--- config.mk ---
export PLATFORM = sky130hd
export DESIGN_NAME = rom_read_arbiter
export DESIGN_NICKNAME = d
export VERILOG_FILES = /design/src/rtl/rom_read_arbiter.sv
export SDC_FILE = /design/constraint.sdc
export NUM_CORES = 1
export LEC_CHECK = 0
export BUFFER_PORTS_ARGS = -buffer_cell sky130_fd_sc_hd__buf_4
export CAP_MARGIN = 25
export CORE_MARGIN = 1
export CORE_UTILIZATION = 45
export DETAILED_ROUTE_END_ITERATION = 10
export PLACE_DENSITY = 0.75
export SETUP_SLACK_MARGIN = 0.02
export SLEW_MARGIN = 20
export SYNTH_ARGS = -nofsm -noshare
export SYNTH_HDL_FRONTEND = slang
export SYNTH_SLANG_ARGS = --single-unit
--- constraint.sdc ---
create_clock -name clk -period 2.48 [get_ports clk]
set_input_delay 0.248 -clock clk [delete_from_list [all_inputs] [get_ports clk]]
set_output_delay 0.248 -clock clk [all_outputs]
set_load 0.02 [all_outputs]
--- src/rtl/rom_read_arbiter.sv ---
// Round-robin arbiter sharing one synchronous-read ROM between two requesters.
// A single read is in flight at a time: IDLE (grant) -> WAIT (ROM latency) -> RESP (hand back).
module rom_read_arbiter #(
  parameter int ADDR_W  = 4,
  parameter int DATA_W  = 16,
  parameter int ROM_LAT = 1
) (
  input  logic              clk,
  input  logic              rst_n,
  input  logic              req0_valid,
  input  logic [ADDR_W-1:0] req0_addr,
  output logic              req0_ready,
  output logic              rsp0_valid,
  output logic [DATA_W-1:0] rsp0_data,
  input  logic              rsp0_ready,
  input  logic              req1_valid,
  input  logic [ADDR_W-1:0] req1_addr,
  output logic              req1_ready,
  output logic              rsp1_valid,
  output logic [DATA_W-1:0] rsp1_data,
  input  logic              rsp1_ready,
  output logic [ADDR_W-1:0] rom_addr,
  input  logic [DATA_W-1:0] rom_data,
  output logic              busy,
  output logic [1:0]        state_dbg
);

  // Handshake rule on every channel: a transfer happens on the rising edge where
  // valid and ready are both high; valid must not depend on ready.

  localparam int CNT_W = $clog2(ROM_LAT + 2);

  typedef enum logic [1:0] {
    S_IDLE = 2'd0,
    S_WAIT = 2'd1,
    S_RESP = 2'd2
  } state_t;

  state_t             state, state_nxt;
  logic               last_grant;
  logic               owner;
  logic [CNT_W-1:0]   cnt;
  logic               win0, win1;
  logic               accept;
  logic               capture;
  logic               rsp_done;

  // On a tie the requester that was not served last wins.
  assign win0 = req0_valid & (~req1_valid | last_grant);
  assign win1 = req1_valid & (~req0_valid | ~last_grant);

  assign req0_ready = (state == S_IDLE) & win0;
  assign req1_ready = (state == S_IDLE) & win1;

  assign accept   = (state == S_IDLE) & (win0 | win1);
  // rom_addr is registered at accept, so the ROM samples it one edge later; the
  // data is therefore ready ROM_LAT+1 edges after accept, i.e. when cnt has run out.
  assign capture  = (state == S_WAIT) & (cnt == '0);
  assign rsp_done = (state == S_RESP) & (owner ? rsp1_ready : rsp0_ready);

  assign busy      = (state != S_IDLE);
  assign state_dbg = state;

  always_comb begin
    state_nxt = state;
    case (state)
      S_IDLE:  if (accept)   state_nxt = S_WAIT;
      S_WAIT:  if (capture)  state_nxt = S_RESP;
      S_RESP:  if (rsp_done) state_nxt = S_IDLE;
      default:               state_nxt = S_IDLE;
    endcase
  end

  always_ff @(posedge clk or negedge rst_n) begin
    if (!rst_n) begin
      state <= S_IDLE;
    end else begin
      state <= state_nxt;
    end
  end

  always_ff @(posedge clk or negedge rst_n) begin
    if (!rst_n) begin
      rom_addr   <= '0;
      last_grant <= 1'b1;
      owner      <= 1'b0;
      cnt        <= '0;
    end else if (accept) begin
      rom_addr   <= win1 ? req1_addr : req0_addr;
      last_grant <= win1;
      owner      <= win1;
      cnt        <= CNT_W'(ROM_LAT);
    end else if ((state == S_WAIT) && (cnt != '0)) begin
      cnt <= cnt - 1'b1;
    end
  end

  // Response registers: only the owning channel is touched; data holds after valid falls.
  always_ff @(posedge clk or negedge rst_n) begin
    if (!rst_n) begin
      rsp0_valid <= 1'b0;
      rsp0_data  <= '0;
      rsp1_valid <= 1'b0;
      rsp1_data  <= '0;
    end else begin
      if (capture) begin
        if (owner) begin
          rsp1_valid <= 1'b1;
          rsp1_data  <= rom_data;
        end else begin
          rsp0_valid <= 1'b1;
          rsp0_data  <= rom_data;
        end
      end
      if (rsp_done) begin
        if (owner) rsp1_valid <= 1'b0;
        else       rsp0_valid <= 1'b0;
      end
    end
  end

endmodule

==> results.sh <==
export IMPL_die_area_um2=4460
export IMPL_cts_root_buf="clkbuf_8"
export IMPL_synthCells=126
export IMPL_outcome="finished clean"
export IMPL_synth_lib_cells_used_distinct=32
export IMPL_tritoncts_num_buffers=5
export IMPL_dpl_cell_count=245
export IMPL_synthToLayoutAreaGrowth_pct=36.3
export IMPL_cts_repair_resized=0
export IMPL_setup_violations_final=0
export IMPL_place_congestion=0.733
export IMPL_worstRegToRegCells=6
export IMPL_path_max_fanout=9
export IMPL_wl_per_cell_um=15.6
export IMPL_num_io_pins=73
export IMPL_cells_taking_the_most_area_after_synthesis="dfrtp_1 57%, mux2_4 16%, mux2_2 7.2%, a21oi_1 2.4%, mux2i_1 2.1%"
export IMPL_overall_routed_net_length_um=3970
export IMPL_worst_path_dominant_cell_family="simple AND/OR/NAND/NOR gates"
export IMPL_setup_slack_of_the_worst_register_to_register_path_ps=790
export IMPL_grt_antenna_before_repair=0
export IMPL_grt_use_total=0.194
export IMPL_worst_endpoint_required_ps=2230
export IMPL_critPathSlowestCell="dfrtp_1"
export IMPL_detail_route_antenna_nets=0
export IMPL_leakagePower_nw=1.27
export IMPL_clock_sink_count=44
export IMPL_max_freq_mhz=509
export IMPL_drt_vias_per_instance=5.03
export IMPL_worst_hold_path_endpoint="rsp0_data[4]"
export IMPL_synth_yosys_seq_area_share=0.584
export IMPL_final_instance_count_excl_fill=254
export IMPL_setup_worst_path_start_class="flop"
export IMPL_syn_avg_cell_area_um2=15.0
export IMPL_final_fill_count=309
export IMPL_placement_rows=23
export IMPL_crit_path_capture_type="primary output"
export IMPL_yosys_warnings=0
export IMPL_mostFrequentLayoutCell="buf_4"
export IMPL_cap_violations=0
export IMPL_slew_viol_final=0
export IMPL_period_share=0.793
export IMPL_rsz0062_at_grt="false"
export IMPL_core_area_um2=4000
export IMPL_largest_net_degree_at_the_start_of_global_routing=45
export IMPL_timing_critical_path_cells="nor2_1, nand2_1, nor2_1, buf_4"
export IMPL_finalSetupTns_ps=0
export IMPL_yosys_reg_bits=44
export IMPL_insertedDiodeCount=0
export IMPL_start_util=0.472
export IMPL_drt_pass1_iter_count=4
export IMPL_dieHeight_um=66.8
export IMPL_finalInstanceArea_um2=2570
export IMPL_crit_path_frequent_cell="nor2_1"
export IMPL_power_density_nw_per_um2=1450
export IMPL_slew_headroom=0.635
export IMPL_timing_setup_critical_path_class="flop to primary output"
export IMPL_grt_pass1_wl_um=6240
export IMPL_holdPathStages=2
export IMPL_dieWidth_um=66.8
export IMPL_hp_class="input port to flop"
export IMPL_timing_final_hold_violations=0
export IMPL_final_layout_size_suffix_gt1_frac=0.588
export IMPL_io_buffers=72
export IMPL_layout_cells_most_common_list="73 x buf_4, 43 x dfrtp_1, 20 x mux2_4"
export IMPL_post_layout_minimum_cycle_time_ps=1970
export IMPL_nets=234
export IMPL_post_synth_top_area_cell="dfrtp_1"
export IMPL_dp_hpwl_um=2990
export IMPL_cts_buffer_depth=2
export IMPL_worst_case_clock_skew_ps=5.07
export IMPL_cts_clk_slew_worst_paths_ps=80
export IMPL_post_synth_top_area_fraction=0.570
export IMPL_hold_start="rom_data[4]"
export IMPL_cts_tree="done"
export IMPL_num_vias=1278
export IMPL_detailed_place_area_um2=2460
export IMPL_worst_slew_pin_slew_ps=546
export IMPL_endpoint_of_the_most_critical_register_to_register_path="rsp0_data[8]"
export IMPL_synth_ff_type="dfrtp_1"
export IMPL_power_mw=3.72
export IMPL_grt_pass1_vias=1328
export IMPL_postSynth_asyncResetShare=1.00
export IMPL_synthesis_area_um2=1890
export IMPL_critical_path_max_stage_delay_ps=480
export IMPL_timing_rr_start="cnt[0]"
export IMPL_clock_latency_ps=290
export IMPL_clock_tree_htree_level_count=2
export IMPL_irDropWorstVdd_uv=775
export IMPL_number_of_synthesized_flops_with_an_enable_pin=0
export IMPL_critPathBufInv=1
export IMPL_drt_initial_drc_count=50
export IMPL_syn_nets=157
export IMPL_worst_ep_arrival_time_ps=1720
export IMPL_grt_remaining_overflow=0
export IMPL_detail_route_drc_violations=0
power breakdown:
group          total (mW)  internal (mW)  leakage [nW]  switching (mW)
clock               0.530          0.299        0.0552           0.231
sequential           1.34           1.08         0.510           0.257
combinational        1.85          0.956         0.704           0.898
per-stage QoR:
stage	util	setup WS (ps)	hold slack, ps
after floorplan	-	888	-47.6
after global placement	0.614	874	260
after detailed placement	0.614	793	274
after CTS	0.643	527	186
after global routing	0.643	400	183
final	0.643	514	191
cells by family (layout without fill, tap and decap cells):
kind of cell    count (synthesis)  count (layout)  synth area share
compound gates                 20              20            0.0643
xor+xnor                        1               1           0.00464
fa+ha+maj                       1               1           0.00663
buf+inv                         7              85            0.0285
flops                          44              44             0.584
mux                            36              36             0.252
simple gates                   17              17            0.0603
layer usage:
layer  vias to the layer above  wire [µm]  share of wire  global-route usage
li1                        595          -              -                   -
met1                       626       1620           0.41               0.230
met2                        48       2000           0.50               0.319
met3                         9        296          0.075              0.0634
met4                         0         59          0.015              0.0798
met5                         -          0              0                   0
worst register-to-register path, delay by kind of cell (launching register included):
family	cells	cell delay (ps)
flip-flops	1	400
adder cells (fa/ha/maj)	1	220
multiplexers	1	380
buffers and inverters	2	350
AND/OR/NAND/NOR	2	210
flip-flops by register name, summed over array words and instances (netlist names), named ones only:
signal	flops
owner	1
rsp1_data	16
last_grant	1
rom_addr	4
cnt	2
rsp0_data	16
state_dbg	2
worst max-delay path by stage:
stage | start | to | cells past startpoint
2_1_floorplan | cnt[0] | rsp0_data[0] | 6
3_3_place_gp | cnt[0] | rsp0_data[10] | 6
5_1_grt | state_dbg[1] | req0_ready | 4
6_report | state_dbg[1] | req0_ready | 4
3_5_place_dp | cnt[0] | rsp0_data[8] | 6
4_1_cts | state_dbg[1] | req0_ready | 4
layout make-up:
type	count	area (µm²)	share of cell area
multi-input combinational	75	732	0.284
clock inverter	2	35.0	0.0136
tap	50	62.6	0.0243
inverter	3	11.3	0.00438
timing repair buffer	74	558	0.217
clock buffer	6	72.6	0.0282
sequential	44	1100	0.428
Yosys cell counts (2+ instances only):
cell type,number
o21ai_0,4
mux2_4,20
nor2_1,3
a21oi_1,9
nand2_1,2
inv_1,3
dfrtp_1,43
mux2i_1,4
buf_8,2
nand2b_1,2
mux2_2,12
and2_1,2
what timing repair did:
action                    4_1_cts  5_1_grt
hold endpoints to repair       43        0
hold buffers                    1        0
setup buffers                   0        0
No activity file was read; power rests on OpenSTA's default activity.
